`config.mk`:
```
export PLATFORM = sky130hd
export DESIGN_NAME = snoop_bus_controller
export DESIGN_NICKNAME = d
export VERILOG_FILES = /design/src/rtl/snoop_bus_pkg.sv /design/src/rtl/main_memory.sv /design/src/rtl/snoop_bus_controller.sv
export SDC_FILE = /design/constraint.sdc
export NUM_CORES = 1
export LEC_CHECK = 0
export ABC_AREA = 1
export ABC_CLOCK_PERIOD_IN_PS = 7600
export CELL_PAD_IN_SITES_DETAIL_PLACEMENT = 1
export CELL_PAD_IN_SITES_GLOBAL_PLACEMENT = 1
export CORE_UTILIZATION = 49
export DETAILED_ROUTE_END_ITERATION = 7
export PLACE_DENSITY = 0.8
export SLEW_MARGIN = 30
export SYNTH_ARGS = -nofsm -noshare
export SYNTH_HDL_FRONTEND = slang
export SYNTH_SLANG_ARGS = --single-unit
export TNS_END_PERCENT = 100
```
`constraint.sdc`:
```
create_clock -name clock -period 7.6 [get_ports clock]
set_clock_uncertainty 0.05 [all_clocks]
set_input_delay 0.76 -clock clock [delete_from_list [all_inputs] [get_ports clock]]
set_output_delay 0.76 -clock clock [all_outputs]
set_load 0.05 [all_outputs]
```
`src/rtl/snoop_bus_pkg.sv`:
```
// Shared definitions for the snooping bus controller: bus-word layout,
// cache-state and controller FSM encodings, default sizes.
package snoop_bus_pkg;

    localparam int NPROC_DEFAULT     = 4;
    localparam int MEM_DEPTH_DEFAULT = 128;

    // Bus word: {wb, hit, state[1:0], data[7:0]}
    localparam int WORD_W   = 12;
    localparam int WB_BIT   = 11;
    localparam int HIT_BIT  = 10;
    localparam int STATE_HI = 9;
    localparam int STATE_LO = 8;
    localparam int DATA_HI  = 7;
    localparam int DATA_LO  = 0;

    typedef enum logic [1:0] {
        INVALID  = 2'd0,
        SHARED   = 2'd1,
        MODIFIED = 2'd2
    } cache_state_t;

    typedef enum logic [2:0] {
        ST_IDLE   = 3'd0,
        ST_ARB    = 3'd1,
        ST_ISSUE0 = 3'd2,
        ST_ISSUE1 = 3'd3,
        ST_WB     = 3'd4,
        ST_DONE   = 3'd5
    } bus_state_t;

endpackage

```
`src/rtl/main_memory.sv`:
```
// Backing store behind the snooping bus: synchronous write, registered read.
// Contents are deliberately left unreset.
module main_memory #(
    parameter int DEPTH = 128,
    parameter int WIDTH = 8,
    parameter int AW    = $clog2(DEPTH)
) (
    input  logic             clock,
    input  logic             we,
    input  logic             re,
    input  logic [AW-1:0]    addr,
    input  logic [WIDTH-1:0] wdata,
    output logic [WIDTH-1:0] rdata
);

    logic [WIDTH-1:0] mem [DEPTH];

    always_ff @(posedge clock) begin
        if (we) begin
            mem[addr] <= wdata;
        end
        if (re) begin
            rdata <= mem[addr];
        end
    end

endmodule

```
`src/rtl/snoop_bus_controller.sv`:
```
// Shared-bus controller for snooping caches: round-robin arbitration, request
// broadcast, bus-word resolution and main-memory ownership.
module snoop_bus_controller
    import snoop_bus_pkg::*;
#(
    parameter int NPROC     = NPROC_DEFAULT,
    parameter int MEM_DEPTH = MEM_DEPTH_DEFAULT
) (
    input  logic                    clock,
    input  logic                    reset,
    input  logic [NPROC-1:0]        req,
    input  logic [NPROC-1:0]        req_op,
    input  logic [2*NPROC-1:0]      req_block,
    input  logic [5*NPROC-1:0]      req_tag,
    input  logic [8*NPROC-1:0]      req_data,
    input  logic [WORD_W*NPROC-1:0] proc_bus_out,
    output logic [NPROC-1:0]        start,
    output logic [NPROC-1:0]        listen,
    output logic [1:0]              p2,
    output logic                    op,
    output logic [1:0]              block,
    output logic [4:0]              tag_in,
    output logic [7:0]              wr_data,
    output logic [WORD_W-1:0]       bus_in,
    output logic                    busy,
    output logic [NPROC-1:0]        done
);

    localparam int AW = $clog2(MEM_DEPTH);

    bus_state_t state_reg;
    logic [1:0] ptr_reg;

    logic [1:0]        blk_arr  [NPROC];
    logic [4:0]        tag_arr  [NPROC];
    logic [7:0]        dat_arr  [NPROC];
    logic [WORD_W-1:0] word_arr [NPROC];

    logic [NPROC-1:0] p2_onehot;
    logic [NPROC-1:0] hit_vec;
    logic [NPROC-1:0] wb_vec;

    // Per-processor unpacking; the requester's own word never counts as a snoop response.
    generate
        for (genvar gi = 0; gi < NPROC; gi++) begin : g_proc
            localparam logic [1:0] IDX = 2'(gi);
            assign blk_arr[gi]   = req_block[2*gi +: 2];
            assign tag_arr[gi]   = req_tag[5*gi +: 5];
            assign dat_arr[gi]   = req_data[8*gi +: 8];
            assign word_arr[gi]  = proc_bus_out[WORD_W*gi +: WORD_W];
            assign p2_onehot[gi] = (p2 == IDX);
            assign hit_vec[gi]   = word_arr[gi][HIT_BIT] && (p2 != IDX);
            assign wb_vec[gi]    = word_arr[gi][WB_BIT]  && (p2 != IDX);
        end
    endgenerate

    // Round-robin search starting just above the last winner, wrapping back to it.
    logic       grant_valid;
    logic [1:0] grant_idx;
    logic [1:0] cand;

    always_comb begin
        grant_valid = 1'b0;
        grant_idx   = '0;
        cand        = '0;
        for (int k = NPROC; k >= 1; k--) begin
            cand = ptr_reg + 2'(k);
            if (req[cand]) begin
                grant_valid = 1'b1;
                grant_idx   = cand;
            end
        end
    end

    // Lowest-index listener wins for both hit data and write-back data.
    logic                    hit_found;
    logic [STATE_HI:DATA_LO] hit_word;
    logic                    wb_found;
    logic [DATA_HI:DATA_LO]  wb_data;

    always_comb begin
        hit_found = 1'b0;
        hit_word  = '0;
        wb_found  = 1'b0;
        wb_data   = '0;
        for (int k = NPROC - 1; k >= 0; k--) begin
            if (hit_vec[k]) begin
                hit_found = 1'b1;
                hit_word  = word_arr[k][STATE_HI:DATA_LO];
            end
            if (wb_vec[k]) begin
                wb_found = 1'b1;
                wb_data  = word_arr[k][DATA_HI:DATA_LO];
            end
        end
    end

    logic [7:0]    mem_q;
    logic [AW-1:0] mem_addr;
    logic          mem_we;
    logic          mem_re;

    assign mem_addr = AW'({tag_in, block});
    assign mem_re   = (state_reg == ST_ARB);
    assign mem_we   = (state_reg == ST_WB) && wb_found;

    main_memory #(
        .DEPTH (MEM_DEPTH),
        .WIDTH (8)
    ) u_mem (
        .clock (clock),
        .we    (mem_we),
        .re    (mem_re),
        .addr  (mem_addr),
        .wdata (wb_data),
        .rdata (mem_q)
    );

    always_comb begin
        bus_in = '0;
        if (state_reg == ST_ISSUE0 || state_reg == ST_ISSUE1) begin
            if (hit_found) begin
                bus_in = {1'b0, 1'b1, hit_word};
            end else if (!op) begin
                bus_in = {1'b0, 1'b1, INVALID, mem_q};
            end
        end
    end

    always_ff @(posedge clock or negedge reset) begin
        if (!reset) begin
            state_reg <= ST_IDLE;
            ptr_reg   <= '0;
            start     <= '0;
            listen    <= '0;
            done      <= '0;
            busy      <= 1'b0;
            p2        <= '0;
            op        <= 1'b0;
            block     <= '0;
            tag_in    <= '0;
            wr_data   <= '0;
        end else begin
            done <= '0;
            case (state_reg)
                ST_IDLE: begin
                    if (grant_valid) begin
                        p2        <= grant_idx;
                        op        <= req_op[grant_idx];
                        block     <= blk_arr[grant_idx];
                        tag_in    <= tag_arr[grant_idx];
                        wr_data   <= dat_arr[grant_idx];
                        busy      <= 1'b1;
                        state_reg <= ST_ARB;
                    end
                end
                ST_ARB: begin
                    start     <= p2_onehot;
                    listen    <= ~p2_onehot;
                    state_reg <= ST_ISSUE0;
                end
                ST_ISSUE0: begin
                    state_reg <= ST_ISSUE1;
                end
                ST_ISSUE1: begin
                    start     <= '0;
                    listen    <= '0;
                    state_reg <= ST_WB;
                end
                ST_WB: begin
                    done      <= p2_onehot;
                    state_reg <= ST_DONE;
                end
                ST_DONE: begin
                    busy      <= 1'b0;
                    ptr_reg   <= p2;
                    state_reg <= ST_IDLE;
                end
                default: begin
                    state_reg <= ST_IDLE;
                end
            endcase
        end
    end

endmodule
```
# [Word-level counts from Yosys, hierarchy flattened]
# Memories as Yosys holds them, arrays and structs flattened. A register that Yosys moved wholly into a read port is not among the register bits.
# Cells that the tools add are included.
# Widths: inputs -> output; s select.
[word_totals] ff_bits=36 mem_bits_rw=1024 in_bits=118 memories=1
[mem_list] memory="u_mem.mem" depth=128 width=8 read_ports=1 rd_clocked_by_memory_dff=1 write_ports=1 line="main_memory.sv:16" text="logic [WIDTH-1:0] mem [DEPTH];"
[op_classes] n_lt_le_gt_ge=6 eq_ne=12 muxes=55 reduce_logical=17 n_bitwise=2 add_sub_neg=3
[op_table] operator="$mux 8" count=6
[op_table] operator="$mux 10" count=4
[op_table] operator="$mux 11" count=3
[op_table] operator="$mux 1" count=20
[op_table] operator="$bmux 8 s2" count=1
[op_table] operator="$pmux 4 s2" count=2
[op_table] operator="$lt 2x3->1 const B" count=5
[op_table] operator="$pmux 3 s5" count=1
[op_table] operator="$mux 2" count=6
[op_table] operator="$bmux 1 s2" count=5
[op_table] operator="$bmux 5 s2" count=1
[op_table] operator="$mux 5" count=2
[op_table] operator="$logic_and 1x1->1" count=9
[op_table] operator="$eq 3x2->1 const B" count=2
[op_table] operator="$eq 3x3->1 const B" count=2
[op_table] operator="$ne 2x2->1 const B" count=3
[op_table] operator="$reduce_bool 2->1" count=3
[op_table] operator="$add 2x2->2 const B" count=2
[op_table] operator="$bmux 2 s2" count=1
[op_table] operator="$eq 2x2->1 const B" count=2
[op_table] operator="$mux 4" count=1
[op_table] operator="$not 4->4" count=1
[op_table] operator="$reduce_and 2->1" count=2
[op_table] operator="$eq 3x1->1 const B" count=1
[op_table] operator="other kinds (10)" count=10

# [Logic depth before layout (Yosys ltp)]
[depth] word_depth=10 ltp_mapped=17 depth_no_buf=14

# [Cells and area by module]
# A second synthesis with hierarchy kept.
[hier_totals] hier_cells=4930 area_unflattened_um2=47227.8
[by_module_without_submodules] mod="main_memory" area_each_um2=44056.0 cells_each=4402 seq_area_each_um2=30989.7 instances=1
[by_module_without_submodules] mod="snoop_bus_controller" area_each_um2=3171.8 cells_each=528 seq_area_each_um2=900.9 instances=1

# [Worst setup path after synthesis]
# No wires, ideal clock.
[synth_path] kind="register to register" startpoint="register p2[1]" endpoint="memory u_mem.mem[0][6], data pin" path_buffers=1 arrival_ns=5.160 t_required_ns=6.582 synth_period_minus_slack_ns=6.178 path_stages_with_launch=6 setup_time_ns=0.968 setup_slack_ns=1.422 cell_sequence="dfrtp_1 -> nor2_1 -> inv_1 -> nand2_1 -> clkbuf_1 -> a31oi_1"
[synth_between] elab_chain_len=6
[synth_rtl] item="start, declared" line="snoop_bus_controller.sv:19" text="output logic [1:0] p2,"
[synth_rtl] item="start signal, assigned" line="snoop_bus_controller.sv:148" text="p2 <= grant_idx;"
[synth_rtl] item="$ne 2x2->1" line="snoop_bus_controller.sv:53" text="assign wb_vec[gi] = word_arr[gi][WB_BIT] && (p2 != IDX);"
[synth_rtl] item="$logic_and 1x1->1" line="snoop_bus_controller.sv:53"
[synth_rtl] item="$mux 8 (3 in a row)" line="snoop_bus_controller.sv:91" text="if (wb_vec[k]) begin"
[synth_rtl] item="$mux 8 (*)" line="snoop_bus_controller.sv:91"
[synth_rtl] item="net u_mem.wdata[6]" line="main_memory.sv:12" text="input logic [WIDTH-1:0] wdata,"
[synth_rtl] item="end, declared" line="main_memory.sv:16"
# The timed path passes the listed nets; every way through them passes the cells marked *.

# [Final worst setup path]
[layout_path] startpoint="register p2[0]" endpoint="output port bus_in[3]"
[layout_between] elab_chain_len=8
[layout_rtl] item="$ne 2x2->1" line="snoop_bus_controller.sv:52" text="assign hit_vec[gi] = word_arr[gi][HIT_BIT] && (p2 != IDX);"
[layout_rtl] item="$logic_and 1x1->1" line="snoop_bus_controller.sv:52"
[layout_rtl] item="$mux 10 / $mux 1 (equally long branches) (4 in a row)" line="snoop_bus_controller.sv:87" text="if (hit_vec[k]) begin"
[layout_rtl] item="$mux 11 (*)" line="snoop_bus_controller.sv:122" text="if (hit_found) begin"
[layout_rtl] item="$mux 11 (*)" line="snoop_bus_controller.sv:121" text="if (state_reg == ST_ISSUE0 || state_reg == ST_ISSUE1) begin"
[layout_rtl] item="end, declared" line="snoop_bus_controller.sv:24" text="output logic [WORD_W-1:0] bus_in,"
# Every way passes the cells marked *; elsewhere a longest branch is shown, timed or not.

==> results by group <==
Status
  – Outcome: complete, but fails checks
  – Failing checks: negative hold slack

Finish
  – Top Registers: u_mem.mem x1024, u_mem.rdata x8, wr_data x8
  – Area of the multi-input gates: 12300 um2
  – Fin nets: 4633
  – Synth-to-Final Area Change: 13.2%
  – Largest Register: u_mem.mem
  – FF/Latch Area: 31900 um2
  – Non-Filler Instances: 5846
  – Share of cells above drive strength 1: 0.0593
  – Fill cells: 9828
  – Diode count: 0
  – Largest register FFs: 1024
  – Finished Cell Area: 51700 um2

Drt
  – Iteration-0 DRC Markers: 3378
  – Pre-antenna DRT Iters: 5
  – # DRC: 0
  – Antenna viol nets, final: 0
  – Post-Route WL: 147000 um
  – Via-to-Cell Ratio: 5.73
  – Routed wire length per instance: 25.1 um
  – Via count: 33.5k

Yosys
  – Number of synthesis warnings: 0
  – Seq/Total Area, Yosys: 0.698
  – Syn Inst Count: 4406
  – Mapped Nets: 4524
  – Yosys top cell by area: edfxtp_1
  – Post-synth top flop: edfxtp_1
  – Post-synth EDFFs: 1032
  – Syn Area/Cell: 10.4 um2
  – Post-synth cell types: 37
  – Async set or reset register ratio after synthesis: 0.0337
  – Synth Register Bits: 1068
  – List of most frequent post-synthesis cells: nand2_1, edfxtp_1, nor2_1, a21oi_1, buf_2
  – Count leader, synth: nand2_1
  – Main area contributors after synthesis: edfxtp_1, nand2_1, a21oi_1, nor2_1, dfrtp_1
  – Top-area cell type share of the netlist area: 0.678
  – Post-Synthesis Cell Area: 45700 um2

GRT
  – Global-route wire length before repair: 217000 um
  – Number of global-route vias before repair: 34.7k
  – Global route total overflow: 0
  – Largest net degree at the start of global routing: 197
  – Total GRT Usage: 0.310
  – Initial antenna violation count: 4

Die
  – Io pins: 161
  – Starting density of the core: 0.496
  – Core Area: 92100 um2
  – Die Footprint: 94500 um2
  – Die Wd: 307 um
  – FP Rows: 111
  – Die Height: 307 um

Worst setup path
  – Crit. Startpoint: p2[0]$_DFFE_PN0P_
  – RR Startpoint: block[0]$_DFFE_PN0P_
  – Crit Path Class: reg2out
  – Worst Path Required: 6.79 ns
  – Crit Path Max Fanout: 17
  – CP Capture Type: output pin
  – Startpoint type of the worst setup path: register
  – CP arrival: 4.05 ns

STA
  – Hold WS: -0.00144 ns
  – Worst Max-Slew Pin Slew: 1.02 ns
  – Final critical-path required period: 4.86 ns
  – Final worst setup slack: 2.74 ns
  – Fin Setup TNS: 0 ns
  – Slew margin rel.: 0.319
  – Fin crit share: 0.639
  – RSZ-0062 raised after global routing: false
  – Fmax: 0.206 GHz
  – Final Hold Fails: 1
  – Max Slew Vio Count: 0
  – Final setup fails: 0

Power and ir drop
  – Leakage: 0.0201 uW
  – Power per cell area: 399 nW/um2
  – Post-route total power: 20600 uW
  – Peak supply drop: 0.000381 V

Worst hold path
  – Hold Crit Class: in2async

Flow run
  – Max_cap viols: 0

Placed design
  – Dpl ws: 2.86 ns
  – GP Congestion: 0.902
  – I/O Buffers: 159
  – DP Area: 48200 um2
  – Post-DP HPWL: 87900 um
  – DP Cell Count: 5645

Clock tree
  – TritonCTS Buffers: 110
  – CTS tree: built
  – Hold Buf Count CTS: 0
  – Post-cts resize count: 0
  – CTS clk-pin slew, worst paths: 0.06 ns
  – Worst skew pair latency: 0.70 ns
  – H-tree Lvls: 3
  – Clock Tree Buf Depth: 3
  – Postcts setup bufs: 0
  – CTS sink count: 1068
  – Clock Root Buffer: clkbuf_16
[cells in the final DEF, fill, tap and decap left out, types with 4 or more instances in the layout]
cell / count
a21oi_1: 215
a22oi_1: 11
a31oi_1: 8
buf_4: 54
bufinv_16: 9
clkbuf_1: 17
clkbuf_16: 114
clkdlybuf4s50_1: 158
clkinv_1: 33
clkinv_2: 20
dfrtp_1: 33
edfxtp_1: 1032
inv_1: 80
inv_2: 10
inv_4: 4
nand2_1: 2204
nand2_2: 10
nand3_1: 109
nand4_1: 9
nor2_1: 268
nor2_2: 6
o2111ai_1: 4
o211ai_1: 6
o21ai_0: 65
o21ai_1: 58
or2_0: 4
or2_1: 8
or2_2: 11
[report_power, final]
group / switching [uW] / internal, uW
registers: 209 / 7260
logic: 6080 / 1760
clock network: 2280 / 3050
[final timing paths]
path / endpoint / slack (ns) / cells past startpoint
min reg2reg: wr_data[4]$_DFFE_PN0P_ / 0.44 / 2
min in group clock: wr_data[4]$_DFFE_PN0P_ / 0.44 / 2
max: bus_in[3] / 2.74 / 9
max reg2reg: u_mem.rdata[5]$_DFFE_PP_ / 3.37 / 13
max in group asynchronous: tag_in[0]$_DFFE_PN0P_ / 7.11 / 1
min: done[1]$_DFF_PN0_ / -0.001 / 1
[cell families after synthesis]
kind of cell	count (synthesis)	synth area share
buf+inv	320	0.0350
flops	1068	0.698
other cells	1	0.0000821
simple gates	2641	0.224
compound gates	376	0.0434
[stage by stage]
step / hold WS [ns] / util
6_report: -0.00144 / 0.562
5_1_grt: 0.0320 / 0.562
4_1_cts: 0.160 / 0.561
3_5_place_dp: 0.422 / 0.523
3_3_place_gp: 0.413 / 0.523
2_1_floorplan: 0.414 / -
[metal layers]
layer	vias up	GRT usage	share of wire
li1	14900	-	-
met1	16700	0.399	0.39
met2	1537	0.514	0.48
met3	354	0.0551	0.082
met4	8	0.137	0.045
met5	-	0	0.00034
[critical path: stages (launching register included)]
cell	delay, ns
dfrtp_1	0.43
inv_1	0.11
nand2_1	0.39
nand2_1	0.36
nand4_1	0.58
o21ai_0	0.19
inv_2	0.16
o21ai_0	0.10
a31oi_1	0.20
clkdlybuf4s50_1	0.84
[layout make-up]
class | count | share of cell area
tap | 1243 | 0.0301
clock inverter | 66 | 0.0107
multi-input combinational | 3018 | 0.237
sequential | 1068 | 0.617
inverter | 101 | 0.00803
timing repair buffer | 216 | 0.0402
clock buffer | 134 | 0.0572
(Power assumes the default switching activity.)
